--- src/rtl/box_list_loader.sv ---
// Parses a UDP payload of box records into a pending bank and swaps it into the
// active bank at frame start; stale boxes are aged out after a frame budget.
module box_list_loader #(
    parameter  int BOX_NUM        = 4,
    parameter  int H_ACT          = 1280,
    parameter  int V_ACT          = 720,
    parameter  int C_DEP          = 2,
    parameter  int TIMEOUT_FRAMES = 30,
    localparam int XW             = $clog2(H_ACT),
    localparam int YW             = $clog2(V_ACT)
) (
    input  logic                  clk,
    input  logic                  rstn,
    input  logic                  rx_valid,
    input  logic [7:0]            rx_data,
    input  logic                  rx_last,
    input  logic                  frame_start,
    output logic [BOX_NUM*XW-1:0] start_xs,
    output logic [BOX_NUM*YW-1:0] start_ys,
    output logic [BOX_NUM*XW-1:0] end_xs,
    output logic [BOX_NUM*YW-1:0] end_ys,
    output logic [BOX_NUM*24-1:0] colors,
    output logic [BOX_NUM-1:0]    box_valid,
    output logic                  stale,
    output logic                  pkt_err
);

    localparam int REC_BITS  = 2*XW + 2*YW + 3*C_DEP;
    localparam int REC_BYTES = (REC_BITS + 7) / 8;
    localparam int REC_W     = REC_BYTES * 8;
    localparam int IW        = $clog2(BOX_NUM + 1);
    localparam int BW        = (REC_BYTES > 1) ? $clog2(REC_BYTES) : 1;
    localparam int AW        = (TIMEOUT_FRAMES > 0) ? $clog2(TIMEOUT_FRAMES + 1) : 1;
    localparam int XW1       = XW + 1;
    localparam int YW1       = YW + 1;

    localparam int OFF_SY = REC_W - 1 - XW;
    localparam int OFF_EX = OFF_SY - YW;
    localparam int OFF_EY = OFF_EX - XW;
    localparam int OFF_R  = OFF_EY - YW;
    localparam int OFF_G  = OFF_R - C_DEP;
    localparam int OFF_B  = OFF_G - C_DEP;

    localparam logic [7:0]    N_MAX     = 8'(BOX_NUM);
    localparam logic [BW-1:0] LAST_BYTE = BW'(REC_BYTES - 1);
    localparam logic [AW-1:0] AGE_MAX   = AW'(TIMEOUT_FRAMES);
    localparam logic [XW:0]   H_LIM     = XW1'(H_ACT);
    localparam logic [YW:0]   V_LIM     = YW1'(V_ACT);

    typedef enum logic [2:0] {S_HDR, S_BODY, S_OVER, S_DROP, S_COMMIT} state_t;

    state_t            state_reg, state_next;
    logic [7:0]        n_reg, n_next;
    logic [IW-1:0]     idx_reg, idx_next;
    logic [BW-1:0]     byte_cnt_reg, byte_cnt_next;
    logic [REC_W-1:0]  shift_reg, shift_next;
    logic              pend_flag_reg;
    logic [AW-1:0]     age_reg;
    logic              stale_reg;
    logic              pkt_err_reg, err_next;
    logic              rec_wr, clr_valids, commit;

    logic [XW-1:0]     p_sx [BOX_NUM];
    logic [YW-1:0]     p_sy [BOX_NUM];
    logic [XW-1:0]     p_ex [BOX_NUM];
    logic [YW-1:0]     p_ey [BOX_NUM];
    logic [23:0]       p_col[BOX_NUM];
    logic [BOX_NUM-1:0] p_valid;

    logic [XW-1:0]     a_sx [BOX_NUM];
    logic [YW-1:0]     a_sy [BOX_NUM];
    logic [XW-1:0]     a_ex [BOX_NUM];
    logic [YW-1:0]     a_ey [BOX_NUM];
    logic [23:0]       a_col[BOX_NUM];
    logic [BOX_NUM-1:0] a_valid;

    logic [XW-1:0]     rec_sx, rec_ex;
    logic [YW-1:0]     rec_sy, rec_ey;
    logic [23:0]       rec_col;
    logic              rec_ok;
    logic              last_rec;

    // Replicate a C_DEP-bit channel MSB-first across 8 bits.
    function automatic logic [7:0] expand(input logic [C_DEP-1:0] c);
        logic [7:0] e;
        for (int b = 0; b < 8; b++) begin
            e[7-b] = c[C_DEP-1-(b % C_DEP)];
        end
        return e;
    endfunction

    // Fields are decoded from the post-shift value so the final byte is included.
    assign rec_sx  = shift_next[REC_W-1 -: XW];
    assign rec_sy  = shift_next[OFF_SY -: YW];
    assign rec_ex  = shift_next[OFF_EX -: XW];
    assign rec_ey  = shift_next[OFF_EY -: YW];
    assign rec_col = {expand(shift_next[OFF_R -: C_DEP]),
                      expand(shift_next[OFF_G -: C_DEP]),
                      expand(shift_next[OFF_B -: C_DEP])};
    assign rec_ok  = (rec_sx <= rec_ex) && (rec_sy <= rec_ey) &&
                     ({1'b0, rec_ex} < H_LIM) && ({1'b0, rec_ey} < V_LIM);
    assign last_rec = ((8'(idx_reg) + 8'd1) == n_reg);

    always_comb begin
        state_next    = state_reg;
        n_next        = n_reg;
        idx_next      = idx_reg;
        byte_cnt_next = byte_cnt_reg;
        shift_next    = shift_reg;
        err_next      = 1'b0;
        rec_wr        = 1'b0;
        clr_valids    = 1'b0;
        commit        = 1'b0;
        case (state_reg)
            S_HDR: begin
                if (rx_valid) begin
                    n_next        = rx_data;
                    idx_next      = '0;
                    byte_cnt_next = '0;
                    if (rx_data > N_MAX) begin
                        if (rx_last) err_next   = 1'b1;
                        else         state_next = S_DROP;
                    end else if (rx_data == 8'd0) begin
                        state_next = rx_last ? S_COMMIT : S_OVER;
                    end else if (rx_last) begin
                        err_next = 1'b1;
                    end else begin
                        state_next = S_BODY;
                        clr_valids = 1'b1;
                    end
                end
            end
            S_BODY: begin
                if (rx_valid) begin
                    shift_next = REC_W'({shift_reg, rx_data});
                    if (byte_cnt_reg == LAST_BYTE) begin
                        rec_wr        = 1'b1;
                        byte_cnt_next = '0;
                        idx_next      = idx_reg + IW'(1);
                        if (last_rec) begin
                            state_next = rx_last ? S_COMMIT : S_OVER;
                        end else if (rx_last) begin
                            err_next   = 1'b1;
                            state_next = S_HDR;
                        end
                    end else begin
                        byte_cnt_next = byte_cnt_reg + BW'(1);
                        if (rx_last) begin
                            err_next   = 1'b1;
                            state_next = S_HDR;
                        end
                    end
                end
            end
            S_OVER: begin
                if (rx_valid && rx_last) begin
                    err_next   = 1'b1;
                    state_next = S_COMMIT;
                end
            end
            S_DROP: begin
                if (rx_valid && rx_last) begin
                    err_next   = 1'b1;
                    state_next = S_HDR;
                end
            end
            S_COMMIT: begin
                commit     = 1'b1;
                state_next = S_HDR;
            end
            default: state_next = S_HDR;
        endcase
    end

    always_ff @(posedge clk or negedge rstn) begin
        if (!rstn) begin
            state_reg     <= S_HDR;
            n_reg         <= '0;
            idx_reg       <= '0;
            byte_cnt_reg  <= '0;
            shift_reg     <= '0;
            pend_flag_reg <= 1'b0;
            age_reg       <= '0;
            stale_reg     <= 1'b0;
            pkt_err_reg   <= 1'b0;
            p_valid       <= '0;
            a_valid       <= '0;
            for (int i = 0; i < BOX_NUM; i++) begin
                p_sx[i] <= '0; p_sy[i] <= '0; p_ex[i] <= '0; p_ey[i] <= '0; p_col[i] <= '0;
                a_sx[i] <= '0; a_sy[i] <= '0; a_ex[i] <= '0; a_ey[i] <= '0; a_col[i] <= '0;
            end
        end else begin
            state_reg    <= state_next;
            n_reg        <= n_next;
            idx_reg      <= idx_next;
            byte_cnt_reg <= byte_cnt_next;
            shift_reg    <= shift_next;
            pkt_err_reg  <= err_next;

            for (int i = 0; i < BOX_NUM; i++) begin
                if (clr_valids || (commit && (8'(i) >= n_reg))) p_valid[i] <= 1'b0;
            end
            if (rec_wr) begin
                p_sx[idx_reg]    <= rec_sx;
                p_sy[idx_reg]    <= rec_sy;
                p_ex[idx_reg]    <= rec_ex;
                p_ey[idx_reg]    <= rec_ey;
                p_col[idx_reg]   <= rec_col;
                p_valid[idx_reg] <= rec_ok;
            end

            // Swap samples the flag from before this cycle's commit, so a
            // coincident commit lands on the following frame.
            if (commit) begin
                pend_flag_reg <= 1'b1;
            end else if (frame_start && pend_flag_reg) begin
                pend_flag_reg <= 1'b0;
            end

            if (frame_start && pend_flag_reg) begin
                for (int i = 0; i < BOX_NUM; i++) begin
                    a_sx[i] <= p_sx[i]; a_sy[i] <= p_sy[i];
                    a_ex[i] <= p_ex[i]; a_ey[i] <= p_ey[i];
                    a_col[i] <= p_col[i];
                end
                a_valid   <= p_valid;
                age_reg   <= '0;
                stale_reg <= 1'b0;
            end else if (frame_start && (TIMEOUT_FRAMES != 0) && (age_reg != AGE_MAX)) begin
                age_reg <= age_reg + AW'(1);
                if ((age_reg + AW'(1)) == AGE_MAX) begin
                    a_valid   <= '0;
                    stale_reg <= 1'b1;
                end
            end
        end
    end

    generate
        for (genvar gi = 0; gi < BOX_NUM; gi++) begin : g_out
            assign start_xs[gi*XW +: XW] = a_sx[gi];
            assign start_ys[gi*YW +: YW] = a_sy[gi];
            assign end_xs[gi*XW +: XW]   = a_ex[gi];
            assign end_ys[gi*YW +: YW]   = a_ey[gi];
            assign colors[gi*24 +: 24]   = a_col[gi];
        end
    endgenerate

    assign box_valid = a_valid;
    assign stale     = stale_reg;
    assign pkt_err   = pkt_err_reg;

endmodule
--- config.mk ---
export PLATFORM = sky130hd
export DESIGN_NAME = box_list_loader
export DESIGN_NICKNAME = d
export VERILOG_FILES = /design/src/rtl/box_list_loader.sv
export SDC_FILE = /design/constraint.sdc
export NUM_CORES = 1
export LEC_CHECK = 0
export CAP_MARGIN = 30
export CELL_PAD_IN_SITES_DETAIL_PLACEMENT = 1
export CELL_PAD_IN_SITES_GLOBAL_PLACEMENT = 1
export CORE_AREA = 5 5 211 213
export CTS_CLUSTER_DIAMETER = 50
export CTS_CLUSTER_SIZE = 10
export DETAILED_ROUTE_END_ITERATION = 12
export DIE_AREA = 0 0 216 218
export PLACE_DENSITY_LB_ADDON = 0.1
export SLEW_MARGIN = 20
export SYNTH_ARGS = -nofsm -noshare
export SYNTH_HDL_FRONTEND = slang
export SYNTH_SLANG_ARGS = --single-unit
export TNS_END_PERCENT = 10
--- constraint.sdc ---
create_clock -name clk -period 4.9 [get_ports clk]
set_input_delay 0.98 -clock clk [delete_from_list [all_inputs] [get_ports clk]]
set_output_delay 0.98 -clock clk [all_outputs]
set_load 0.02 [all_outputs]
# ---- Yosys cells after proc, flatten, opt, wreduce, memory -nomap -nowiden
# Cells that the tools add are included.
dict set report word_totals {
  output_inout_bits 270
  in_bits 13
  elab_cells 181
  ff_bits 609
}
dict set report classes {
  muxes 69
  n_bitwise 1
  add_sub_neg 4
  n_reduce_logical 28
  magnitude_cmp 13
  eq_ne 15
}
# operator n
set op_table {}
lappend op_table {{96-bit bitwise mux} 1}
lappend op_table {{48-bit 2-to-1 mux} 2}
lappend op_table {{44-bit bitwise mux} 2}
lappend op_table {{40-bit bitwise mux} 2}
lappend op_table {{3-bit 2-to-1 mux} 17}
lappend op_table {{24-bit demux with 2-bit select} 1}
lappend op_table {{1-bit 2-to-1 mux} 27}
lappend op_table {{24-bit 2-to-1 mux} 1}
lappend op_table {{11-bit demux with 2-bit select} 1}
lappend op_table {{10-bit demux with 2-bit select} 1}
lappend op_table {{1-bit by 8-bit greater-or-equal comparator with 1-bit output, first input constant} 2}
lappend op_table {{2-bit by 8-bit greater-or-equal comparator with 1-bit output, first input constant} 2}
lappend op_table {{4-bit 2-to-1 mux} 4}
lappend op_table {{1-bit logical AND} 12}
lappend op_table {{3-bit case mux with 2 select lines} 2}
lappend op_table {{3-bit case mux with 4 select lines} 1}
lappend op_table {{11-bit less-or-equal comparator} 1}
lappend op_table {{11-bit less-than comparator, second input constant} 1}
lappend op_table {{11-bit 2-to-1 mux} 1}
lappend op_table {{10-bit less-or-equal comparator} 1}
lappend op_table {{10-bit less-than comparator, second input constant} 1}
lappend op_table {{10-bit 2-to-1 mux} 1}
lappend op_table {{5-bit 2-to-1 mux} 2}
lappend op_table {{2-bit != test, second input constant} 5}
lappend op_table {{28 further kinds} 39}

# ---- Logic depth before layout (Yosys ltp)
# Gate-level depths: netlist of run 1.
dict set report depth {
  ltp_word 9
  mapped_depth 13
  ltp_nobuf 9
}

# ---- Least setup slack after synthesis of run 1
# OpenSTA, ideal clock, no wires.
dict set report synth_timing {
  path_type {input to register}
  from {input port rx_valid}
  to {register p_valid[0]}
  path_slack_ns 1.392
  required_time_ns 4.805
  stages 12
  arrival_ns 3.413
  setup_time_ns 0.095
  n_path_buf 3
  cell_sequence {nand4bb_1 > buf_4 > buf_6 > buf_2 > mux2i_1 > inv_1 > ha_1 > a21oi_1 > o21ai_0 > a2111oi_0 > a2bb2o_1 > o31ai_1}
}
dict set report synth_between {
  elab_chain_len 8
}
# item line_no
set synth_rtl {}
lappend synth_rtl {{start, declared} 14} ;# input logic rx_valid,
lappend synth_rtl {{48-bit 2-to-1 mux} 134} ;# if (rx_valid) begin
lappend synth_rtl {{48-bit 2-to-1 mux} 114} ;# case (state_reg)
lappend synth_rtl {{named net shift_next[30]} 56} ;# logic [REC_W-1:0] shift_reg, shift_next;
lappend synth_rtl {{10-bit less-or-equal comparator} 100} ;# assign rec_ok = (rec_sx <= rec_ex) && (rec_sy <= rec_ey) &&
lappend synth_rtl {{1-bit logical AND (2 in a row)} 100}
lappend synth_rtl {{1-bit logical AND} 101} ;# ({1'b0, rec_ex} < H_LIM) && ({1'b0, rec_ey} < V_LIM);
lappend synth_rtl {{4-bit bitwise mux} 209} ;# p_valid[idx_reg] <= rec_ok;
lappend synth_rtl {{4-bit 2-to-1 mux} 203} ;# if (rec_wr) begin
lappend synth_rtl {{end signal, assigned by index} 209}
lappend synth_rtl {{end, declared} 68} ;# logic [BOX_NUM-1:0] p_valid;
# The timed path passes the listed nets, and every way through them passes these cells.
# A chain may end at the register's enable or synchronous reset.

# ---- Final worst setup path of run 1
dict set report layout_timing {
  from {input port rx_valid}
  to {register p_valid[2]}
}
# Same word-level chain as after synthesis.

==> key figures, run 1 <==
STA
  • Slew Limit Fails: 0
  • Setup_tns: 0 ns
  • FMAX: 260.5 MHz
  • Setup Skew: 0.01737 ns
  • RSZ-0062 raised after global routing: false
  • Smallest setup slack after layout: 1.061 ns
  • Max_slew headroom: 43.07%
  • Final period utilization: 78.36%
  • Fin. Hold Viols: 0
  • Min Tclk post-route: 3.839 ns
  • Setup-failing EPs final: 0
  • Slew of the pin with the lowest slew margin: 0.8301 ns

Floorplanning
  • Core area: 42,510 um^2
  • Cell row count: 76
  • Die Width: 216 um
  • Die area: 47,090 um^2
  • Initial Utilization: 44.29%
  • # IOs: 283
  • Die Y: 218 um

Power
  • Internal: 6.983 mW
  • Pwr dens: 436.1 nW/um^2
  • Switching share of power: 31.56%
  • Tot Pwr: 10.20 mW
  • Clock share of power: 35.6%
  • P_sw: 3.221 mW
  • LEAKAGE: 11.92 nW
  • Peak supply drop: 0.2702 mV
  • Share of power burned in registers: 43.3%
  • Combinational share of power: 21.1%

Critical path
  • Crit-path leading delay family: compound AO/OA/AOI/OAI gates
  • Setup CP Type: in -> reg
  • Cell Chain, Critical Path: clkdlybuf4s50_1, nand4bb_4, buf_12, mux2i_1, inv_1, ha_1, a21oi_1, o21ai_0, a2111oi_0, a2bb2o_1, o31ai_1
  • Slowest cell on the critical path: clkdlybuf4s50_1
  • CP Capture Type: flip-flop
  • WP depth: 11
  • RR Endpoint: p_valid[2]
  • Crit path largest cell delay: 0.58 ns
  • Cell count of the worst reg-to-reg path: 10
  • Worst Setup Start Kind: input port
  • Reg2Reg Setup Slack: 1.45 ns
  • RR Startpoint: state_reg[1]
  • Critical path required time: 5.38 ns
  • Arrival time worst endpoint: 4.32 ns
  • CP Buf/Inv Count: 3
  • Crit Path Max Fanout: 59

Placed design
  • Pre-CTS setup slack: 0.5090 ns
  • Dpl cell area: 21,820 um^2
  • GPL Wtd Cong: 0.8305
  • IO buf count: 282
  • Hpwl dp: 36.01 mm

Synth
  • Synth Flop Type: dfrtp_1
  • Post-synth top area share: 61.81%
  • Number of synthesized register bits: 465
  • Ys async rst share: 100.0%
  • Seq/Total Area, Yosys: 61.81%
  • Cells after Synth: 1,934
  • Mapped Avg Cell Area: 9.735 um^2
  • Area leader, netlist: dfrtp_1
  • Synth top area cells: dfrtp_1 (62%), nand2_1 (16%), o21ai_0 (4.2%)
  • Synthesized Nets: 1,976
  • Post-Synthesis Cell Area: 18,830 um^2
  • Netlist cell types: 54
  • Number of synthesized flops with an enable pin: 0
  • Synth warn: 0

Finish
  • Core Util, Final: 55.05%
  • Post-route cell area: 23,400 um^2
  • Multi-input gate area: 5933 um^2
  • Most frequent cells in the layout: nand2_1 (823), dfrtp_1 (465), clkdlybuf4s50_1 (281)
  • ANT cells: 0
  • FILL cells: 4,750
  • Commonest non-fill, non-tap cell in the layout: nand2_1
  • NumNets Final: 2,205
  • Layout cells sized above 1: 6.756%
  • Reg area: 11,640 um^2
  • Area Overhead vs Synth: 24.28%
  • Max reg flops: 48

Global route
  • Initial antenna violation count: 0
  • All-Layer GR Usage: 22.79%
  • Largest net degree at the start of global routing: 114
  • First-pass GRT wire length: 85.92 mm
  • Vias in the first global route: 15,135
  • GR Overflow Total: 0

Routing
  • Metal2 WL: 25.77 mm
  • Via/cell ratio: 5.122
  • Routed via count: 13,943
  • Drt first pass iters: 5
  • Max layer used: met4
  • Overall routed net length: 53.42 mm
  • # DRC: 0
  • Initial drt markers: 816
  • M1 wire length: 24.17 mm
  • Antenna-violating nets left: 0
  • DR WL/cell: 19.62 um
  • Met3 wire length: 2.402 mm

Clock tree
  • Hold Buf Count CTS: 0
  • Register clock-pin slew on the reported worst setup and hold paths: 0.05 ns
  • TritonCTS clock tree: built
  • Root Driver: clkbuf_16
  • Clk buf depth: 3
  • Post-CTS setup buffers: 0
  • Sink Count: 465
  • H-Tree Level Count: 2
  • Post-CTS sizing: 0
  • Later-pin clock latency in the skew report: 0.59 ns
  • TritonCTS Buffers: 55

Job
  • MaxCap Viol Count: 0

Run status
  • Status: finished, final reports clean

Min path
  • Worst Hold Class: in -> async
[cells in the mapped netlist, types with 8 or more instances]
cell	instances
buf_2	12
buf_6	19
buf_4	75
nand3_1	9
nand2_1	825
a21oi_1	17
nor2_1	8
mux2i_1	45
o21ai_1	55
o21ai_0	159
ha_1	29
inv_1	62
clkbuf_1	60
dfrtp_1	465
[routing by layer]
layer	track usage (%)	vias to the layer above
li1	-	6531
met1	30.83	7039
met2	38.50	292
met3	4.512	81
met4	5.067	0
met5	0	-
[final cells by class]
type / instances / share of cell area, %
flip-flops and latches: 465 / 49.73
multi-input cells: 1238 / 25.36
repair buffers: 341 / 14.47
clock buffers: 64 / 6.251
well taps: 546 / 2.920
inverters: 62 / 0.9946
clock inverters: 6 / 0.2781
[metrics by stage]
| stage | instances | hold WS, ns |
|---|---|---|
| floorplan | 1934 | 0.4386 |
| global placement | 2650 | 0.4477 |
| detailed placement | 2650 | 0.4549 |
| CTS | 2720 | 0.4449 |
| global route | 2722 | 0.4738 |
| finish | 2722 | 0.4071 |
[power groups by stage]
stage / sequential [mW] / combinational (mW) / clock [mW]
finish: 4.42 / 2.16 / 3.63
floorplan: 4.34 / 1.18 / 0
global placement: 4.47 / 2.08 / 0
CTS: 4.41 / 2.19 / 3.72
detailed placement: 4.47 / 2.18 / 0
global route: 4.44 / 2.40 / 3.89
[kinds of logic after synthesis]
kind of cell | Yosys count | synth area share [%]
multiplexers | 51 | 2.831
adder cells (fa/ha/maj) | 29 | 1.927
flip-flops | 465 | 61.81
AO/OA/AOI/OAI | 257 | 7.244
AND/OR/NAND/NOR | 895 | 18.97
XOR/XNOR | 6 | 0.2792
buffers and inverters | 231 | 6.938
[worst max-delay path by stage]
| stage | start | end | slack (ns) |
|---|---|---|---|
| after floorplan | rx_valid | p_valid[0] | 1.39 |
| after global placement | rx_valid | p_valid[2] | 0.76 |
| after detailed placement | rx_valid | p_valid[2] | 0.51 |
| after CTS | rx_valid | p_valid[2] | 1.17 |
| after global routing | rx_valid | p_valid[2] | 0.90 |
| final | rx_valid | p_valid[2] | 1.06 |
No activity file was read; power rests on OpenSTA's default activity.
==> run 2: changes to the inputs <==
--- a/config.mk
+++ b/config.mk
@@ -8,11 +8,11 @@
 export CAP_MARGIN = 30
 export CELL_PAD_IN_SITES_DETAIL_PLACEMENT = 1
 export CELL_PAD_IN_SITES_GLOBAL_PLACEMENT = 1
-export CORE_AREA = 5 5 211 213
+export CORE_AREA = 5 5 229 231
 export CTS_CLUSTER_DIAMETER = 50
 export CTS_CLUSTER_SIZE = 10
 export DETAILED_ROUTE_END_ITERATION = 12
-export DIE_AREA = 0 0 216 218
+export DIE_AREA = 0 0 234 236
 export PLACE_DENSITY_LB_ADDON = 0.1
 export SLEW_MARGIN = 20
 export SYNTH_ARGS = -nofsm -noshare
==> constraint.sdc (replaced) <==
create_clock -name clk -period 3.3 [get_ports clk]
set_input_delay 0.66 -clock clk [delete_from_list [all_inputs] [get_ports clk]]
set_output_delay 0.66 -clock clk [all_outputs]
set_load 0.02 [all_outputs]
==> key figures, run 2 (synthesis results as in run 1) <==
Routing
  • Routed via count: 13,897 (-0.33%)
  • Initial drt markers: 781 (-4.3%)
  • Overall routed net length: 55.02 mm (+3.0%)
  • Antenna-violating nets left: 0 (unchanged)
  • Via/cell ratio: 4.785 (-6.6%)
  • DR WL/cell: 18.95 um (-3.4%)
  • Drt first pass iters: 5 (unchanged)
  • # DRC: 0 (unchanged)

Power
  • Pwr dens: 656.4 nW/um^2 (+51%)
  • LEAKAGE: 12.22 nW (+2.6%)
  • Peak supply drop: 0.3671 mV (+36%)
  • Tot Pwr: 15.84 mW (+55%)

Finish
  • Commonest non-fill, non-tap cell in the layout: nand2_1
  • Area Overhead vs Synth: 28.16%
  • Max reg flops: 48 (unchanged)
  • FILL cells: 5,601 (+18%)
  • Most frequent cells in the layout: nand2_1 (823), dfrtp_1 (465), clkdlybuf4s50_1 (281)
  • Layout cells sized above 1: 8.916% (+2.2 points)
  • NumNets Final: 2,247 (+1.9%)
  • Core Util, Final: 48.39% (-6.7 points)
  • ANT cells: 0 (unchanged)

Placed design
  • IO buf count: 282 (unchanged)
  • GPL Wtd Cong: 0.8323 (+0.22%)
  • Hpwl dp: 38.63 mm (+7.3%)

Global route
  • GR Overflow Total: 0 (unchanged)
  • Initial antenna violation count: 0 (unchanged)
  • Largest net degree at the start of global routing: 85 (-25%)
  • All-Layer GR Usage: 20.12% (-2.7 points)
  • Vias in the first global route: 15,227 (+0.61%)
  • First-pass GRT wire length: 88.85 mm (+3.4%)

STA
  • Final period utilization: 91.85%
  • Setup-failing EPs final: 0 (unchanged)
  • Fin. Hold Viols: 0 (unchanged)
  • Setup Skew: 0.01657 ns (-0.0008016 ns)
  • Min Tclk post-route: 3.031 ns
  • Max_slew headroom: 47.64% (+4.6 points)
  • Slew Limit Fails: 0 (unchanged)
  • RSZ-0062 raised after global routing: false
  • Slew of the pin with the lowest slew margin: 0.7635 ns (-0.06664 ns)
  • FMAX: 329.9 MHz

Run status
  • Status: finished, final reports clean

Critical path
  • RR Startpoint: state_reg[1]
  • Reg2Reg Setup Slack: 0.40 ns (-1.05 ns)
  • Crit Path Max Fanout: 19 (-68%)
  • RR Endpoint: p_valid[0]
  • Crit path to: p_valid[0]
  • Crit path from: rx_valid
  • Worst Setup Start Kind: input port
  • CP Capture Type: flip-flop
  • Arrival time worst endpoint: 3.54 ns (-0.78 ns)
  • Critical path required time: 3.81 ns (-1.57 ns)
  • Cell count of the worst reg-to-reg path: 11 (+1)
  • Setup CP Type: in -> reg

Job
  • MaxCap Viol Count: 0 (unchanged)

Floorplanning
  • Die Width: 234 um (+8.3%)
  • Initial Utilization: 37.76% (-6.5 points)
  • Die Y: 236 um (+8.3%)
  • Die area: 55,220 um^2 (+17%)
  • Cell row count: 82 (+7.9%)
  • # IOs: 283 (unchanged)
  • Core area: 49,860 um^2 (+17%)

Clock tree
  • Root Driver: clkbuf_16
  • Hold Buf Count CTS: 0 (unchanged)
  • Sink Count: 465 (unchanged)
  • TritonCTS Buffers: 58 (+5.5%)
  • TritonCTS clock tree: built
  • Register clock-pin slew on the reported worst setup and hold paths: 0.06 ns (about the same)
  • Later-pin clock latency in the skew report: 0.61 ns (+0.02 ns)
  • Clk buf depth: 3 (unchanged)
  • H-Tree Level Count: 2 (unchanged)

Min path
  • Worst Hold Class: in -> async
-- run 2: cell count changes in the layout (fill, tap and decap cells not counted), sizes merged --
cell      previous run  this run
clkinvlp             1         4
clkbuf              64        74
buf                 60        99
inv                 62        64
clkinv               4         6
-- run 2: metal layers --
layer	GRT usage, %	routed length [um]	vias to the layer above
met2	33.14	26320	242
li1	-	-	6627
met3	3.452	2137	69
met5	0	0	-
met4	4.271	983	0
met1	28.15	25580	6959
-- run 2: cell type report --
cell class	count	area [um^2]	area share, %
Clock buffer	74	1583	6.560
Timing Repair Buffer	380	3780	15.67
Tap cell	672	840.8	3.485
Clock inverter	13	122.6	0.5082
Sequential cell	465	11640	48.23
Multi-Input combinational cell	1238	5933	24.59
Inverter	62	232.7	0.9645
-- run 2: stage by stage --
stage          cell area (um^2)  TNS, ns  hold slack (ns)  setup slack [ns]  std cells
2_1_floorplan             18830        0           0.3644            0.1117       1934
3_3_place_gp              22420   -1.139           0.4476           -0.2947       2817
3_5_place_dp              22420   -1.505           0.4519           -0.4322       2817
4_1_cts                   24120        0          0.03286            0.2406       2904
5_1_grt                   24130        0          0.04688           0.05436       2904
6_report                  24130        0          0.02608            0.2691       2904
-- run 2: where the power goes --
group          internal (mW)  leakage [nW]  switching [mW]
Combinational           1.29          5.00            2.22
Sequential              6.10          6.40           0.432
Clock                   3.41         0.828            2.39
Total                   10.8          12.2            5.04
-- run 2: timing repair --
action | CTS | global route
resized for setup | 0 | 1
setup buffers | 0 | 0
setup endpoints to repair | 0 | 1
-- run 2: worst min-delay path by stage --
stage,start,endpoint
6_report,rstn,colors[70]
5_1_grt,rstn,colors[70]
4_1_cts,rstn,colors[70]
3_5_place_dp,p_ey[17],end_ys[27]
3_3_place_gp,p_sx[24],start_xs[13]
2_1_floorplan,rstn,age_reg[0]
-- run 2: critical path, stage by stage --
cell	delay, ns
clkdlybuf4s50_1	0.56
nand4bb_4	0.14
buf_12	0.18
buf_4	0.16
mux2i_1	0.18
inv_1	0.10
ha_1	0.28
nand4_1	0.15
a211oi_1	0.07
a2111oi_0	0.40
a2bb2o_1	0.39
o31ai_1	0.27
